### src/rtl/mult_seq_ctrl.sv
// Operand-select sequencer and result capture for the mux -> SIPO -> Wallace multiplier.
// Optional saturating product accumulator is built only when MULT_ACC_EN is defined.
module mult_seq_ctrl #(
    parameter int unsigned ACC_W = 10
) (
    input  logic             clock,
    input  logic             reset,
    input  logic             start,
    input  logic             acc_clr,
    input  logic [7:0]       y,
    output logic             sel0,
    output logic             sel1,
    output logic             sel2,
    output logic             sel3,
    output logic             busy,
    output logic             done,
    output logic [7:0]       product,
    output logic [ACC_W-1:0] acc
);

    localparam logic [1:0] S_IDLE    = 2'd0;
    localparam logic [1:0] S_SHIFT   = 2'd1;
    localparam logic [1:0] S_CAPTURE = 2'd2;

    logic [1:0] r_state;
    logic [1:0] r_cnt;
    logic       r_done;
    logic [7:0] r_product;
    logic [1:0] w_idx;

    always_ff @(posedge clock or posedge reset) begin
        if (reset) begin
            r_state   <= S_IDLE;
            r_cnt     <= '0;
            r_done    <= 1'b0;
            r_product <= '0;
        end else begin
            r_done <= 1'b0;
            case (r_state)
                S_IDLE: begin
                    if (start) begin
                        r_state <= S_SHIFT;
                        r_cnt   <= '0;
                    end
                end
                S_SHIFT: begin
                    // cnt wraps back to 0 on the last shift, ready for the next op
                    r_cnt <= r_cnt + 2'd1;
                    if (r_cnt == 2'd3) begin
                        r_state <= S_CAPTURE;
                    end
                end
                S_CAPTURE: begin
                    r_product <= y;
                    r_done    <= 1'b1;
                    r_state   <= S_IDLE;
                end
                default: begin
                    r_state <= S_IDLE;
                end
            endcase
        end
    end

    always_comb begin
        w_idx = '0;
        if (r_state == S_SHIFT) begin
            w_idx = r_cnt;
        end
    end

    always_comb begin
        sel0    = w_idx[0];
        sel1    = w_idx[1];
        sel2    = w_idx[0];
        sel3    = w_idx[1];
        busy    = (r_state == S_SHIFT) || (r_state == S_CAPTURE);
        done    = r_done;
        product = r_product;
    end

`ifdef MULT_ACC_EN
    logic [ACC_W-1:0] r_acc;
    logic [ACC_W:0]   w_sum;

    always_comb begin
        w_sum = {1'b0, r_acc} + (ACC_W+1)'(y);
    end

    // Clear takes priority over a same-edge capture
    always_ff @(posedge clock or posedge reset) begin
        if (reset) begin
            r_acc <= '0;
        end else if (acc_clr) begin
            r_acc <= '0;
        end else if (r_state == S_CAPTURE) begin
            r_acc <= w_sum[ACC_W] ? '1 : w_sum[ACC_W-1:0];
        end
    end

    always_comb begin
        acc = r_acc;
    end
`else
    logic w_unused_acc_clr;

    always_comb begin
        w_unused_acc_clr = acc_clr;
        acc              = '0;
    end
`endif

endmodule

### config.mk
export PLATFORM = sky130hd
export DESIGN_NAME = mult_seq_ctrl
export DESIGN_NICKNAME = d
export VERILOG_FILES = /design/src/rtl/mult_seq_ctrl.sv
export SDC_FILE = /design/constraint.sdc
export NUM_CORES = 1
export LEC_CHECK = 0
export BUFFER_PORTS_ARGS = -buffer_cell sky130_fd_sc_hd__buf_2
export CORE_AREA = 5 5 75 50
export DETAILED_ROUTE_END_ITERATION = 10
export DIE_AREA = 0 0 80 55
export PLACE_DENSITY = 0.51
export SETUP_SLACK_MARGIN = 0.3
export SYNTH_ARGS = -nofsm -noshare
export SYNTH_HDL_FRONTEND = slang
export SYNTH_SLANG_ARGS = --single-unit
### constraint.sdc
create_clock -name clock -period 3.5 [get_ports clock]
set_clock_uncertainty 0.15 [all_clocks]
set_input_delay 0.35 -clock clock [delete_from_list [all_inputs] [get_ports clock]]
set_output_delay 0.35 -clock clock [all_outputs]
set_load 0.005 [all_outputs]
==> PnR_summary.wiki <==
{| class="wikitable"
! Metric !! Value
|-
| Status || complete, but fails checks
|-
| Failing checks || hold timing
|-
| Die area || 4400 um2
|-
| Leakage power figure || 0.451 nW
|-
| FF+latch area || 325 um2
|-
| Number of placed instances, taps included || 123
|-
| Critical Path End Type || output pin
|-
| Ratio of final minimum period to clock period || 48.8%
|-
| Synthesized cell area || 707 um2
|-
| Layout Area Growth over Synthesis || 22.8%
|-
| Most area-hungry cell type in the Yosys netlist || dfrtp_1
|-
| Total routing resource utilization after global routing || 6.63%
|-
| Number of standard cells in the layout, taps in and fillers out || 127
|-
| Number of top-level pins || 36
|-
| Maximum achievable frequency || 0.586 GHz
|-
| Top area cells in the synthesized netlist || dfrtp_1 46%, buf_4 13%, mux2_2 13%
|-
| Detailed-router iteration count before antenna repair || 4
|-
| Number of vias per cell || 3.72
|-
| Post-route minimum period || 1.71 ns
|-
| Count of endpoints failing setup in the final report || 0
|-
| Max incr delay on CP || 0.37 ns
|-
| Clock-pin slew on the worst setup and hold paths || 0.06 ns
|-
| Final hold violation count || 13
|-
| Worst hold-check slack || -0.0194 ns
|-
| Insertion delay to the later sink of the worst-skew pair || 0.24 ns
|-
| Critical Path RT || 3.00 ns
|-
| Transition time at the pin with the least slew margin || 0.521 ns
|-
| Hold Crit Class || input pin to asynchronous set/reset pin
|-
| Final Total Pwr || 0.716 mW
|-
| Antenna-violating nets left || 0
|-
| Number of antenna diodes || 0
|-
| Clock buffers created by TritonCTS || 3
|-
| Gate count after technology mapping || 58
|-
| Setup TNS Final || 0 ns
|-
| Worst path bufs/invs || 2
|-
| Starting density of the core || 23.2%
|-
| Worst Setup Start Kind || flop
|-
| Share of synthesized area occupied by flip-flops and latches || 46.0%
|-
| Vias in the first global route || 427
|-
| Yosys cell types || 19
|-
| Crit path max fanout || 3
|-
| Count of buffers from port buffering || 24
|-
| Area of all placed cells without fillers || 868 um2
|-
| Routed wirelength normalized by instance count || 10.5 um
|-
| Remaining max-slew budget at the tightest pin || 65.2%
|-
| Largest net degree at the start of global routing || 14
|-
| Most frequent standard cell in the layout excluding fill and tap cells || buf_2
|-
| Total congestion overflow after global routing || 0
|-
| Clock Sinks || 13
|-
| R2R Path End || product[3]
|-
| CP max-delay cell || dfrtp_1
|-
| Register bit total from synthesis || 13
|-
| Critical Path Source || r_state[1]
|-
| Post_cts resized || 0
|-
| First-pass GRT wire length || 2100 um
|-
| Post-layout net count || 100
|-
| Root buffer selected by CTS || clkbuf_8
|-
| Post-CTS Hold Buffers || 0
|-
| Die Span Y || 55 um
|-
| Wire length after detailed routing || 1330 um
|-
| Number of warnings issued by yosys || 0
|-
| Post-Syn Area per Cell || 12.2 um2
|-
| Placer Congestion || 0.754
|-
| Core footprint || 3040 um2
|-
| HPWL Detailed || 1070 um
|-
| Worst supply voltage drop on vdd || 0.173 mV
|-
| Cell family with most CP delay || flip-flops
|-
| Reg-to-Reg Start || r_state[0]
|-
| Number of vias in the routed layout || 472
|-
| Total DRC errors in the routed layout || 0
|-
| Synth top area share || 46.0%
|-
| Worst Setup EP || sel1
|-
| # Post-CTS Setup Buffers || 0
|-
| Max-capacitance violation count || 0
|-
| Number of logic stages on the critical path including buffering || 4
|-
| Unrepaired setup endpoints after global routing || no
|-
| Placed Instance Area || 822 um2
|-
| Share of cells above drive strength 1 || 47.6%
|-
| Clock tree from TritonCTS || built
|-
| # fillers || 345
|-
| # rows || 16
|-
| Power density cells || 824 nW/um2
|-
| Width of the chip || 80 um
|-
| Final Max Slew Viols || 0
|-
| Maximum buffer depth of the clock tree || 2
|-
| Setup slack of the most critical reg-to-reg path || 1.90 ns
|-
| Multi-input gate area || 309 um2
|-
| Critical path arrival || 1.21 ns
|-
| Most used cells in the layout excluding fill and tap cells || 24 x buf_2, 13 x dfrtp_1, 10 x conb_1
|-
| CTS H-tree lvls || 1
|-
| Depth of the worst register-to-register path || 3
|-
| Initial antenna violation count || 0
|-
| Ordered list of cells on the worst path || inv_1, ha_1, and2_1, buf_2
|-
| WS Path Type || flop to output pin
|-
| DRC marker count from the first detailed-route iteration || 14
|}
==> registers in the layout, indices dropped and copies added (netlist names) <==
register	flops
product	8
r_cnt	2
r_state	2
done	1
==> worst register-to-register path, delay by kind of cell, from the launching register on <==
family                   cells  cell delay (ns)
flip-flops                   1             0.41
adder cells (fa/ha/maj)      1             0.44
multiplexers                 1             0.39
buffers and inverters        1             0.09
==> layer usage <==
layer  routed length (um)  GRT usage (%)  vias up
met5                    0              0        -
met4                   18           3.37        0
met3                  145           2.91        2
met2                  644           10.9       22
met1                  521           7.53      228
li1                     -              -      220
==> kinds of logic (layout without fill, tap and decap cells) <==
logic type | Yosys count | count (layout) | synth area share (%)
other | 1 | 10 | 0.530
AND/OR/NAND/NOR | 8 | 8 | 7.97
buffers and inverters | 16 | 31 | 15.0
flip-flops | 13 | 13 | 46.0
multiplexers | 11 | 11 | 17.7
AO/OA/AOI/OAI | 4 | 4 | 3.89
adder cells (fa/ha/maj) | 5 | 5 | 8.85
==> through the flow <==
stage	util, %	setup slack, ns	hold WS (ns)
3_3_place_gp	27.0	1.89	0.260
3_5_place_dp	27.0	1.85	0.273
4_1_cts	28.5	1.78	0.000331
2_1_floorplan	-	2.03	0.0770
5_1_grt	28.5	1.72	0.0225
6_report	28.5	1.79	-0.0194
==> where the power goes <==
part | switching (mW) | internal, mW | total [mW]
clock network | 0.0541 | 0.0785 | 0.133
registers | 0.0387 | 0.224 | 0.263
logic | 0.140 | 0.180 | 0.320
total | 0.233 | 0.483 | 0.716
==> cell usage after synthesis <==
library cell / count
nor2b_4: 1
ha_1: 5
mux2i_1: 2
nand2b_1: 1
nand2_1: 1
nor2b_1: 1
o21ai_0: 2
and2b_1: 1
buf_4: 12
conb_1: 1
a32oi_1: 1
mux2_4: 1
nor2_2: 1
dfrtp_1: 13
o22a_1: 1
buf_2: 1
inv_1: 3
mux2_2: 8
and2_1: 2
==> worst min path at each step <==
stage / to / cells past startpoint
finish: r_state[0] / 2
global route: r_cnt[1] / 2
CTS: product[4] / 2
detailed placement: r_state[0] / 2
global placement: product[1] / 2
floorplan: done / 1
==> cell type report <==
class / count / share of cell area, %
clock buffer: 3 / 4.76
clock inverter: 1 / 0.576
inverter: 3 / 1.30
multi-input combinational: 38 / 35.6
sequential: 13 / 37.5
tap: 45 / 6.48
timing repair buffer: 24 / 13.8
Power figures use the tool's default switching activity.
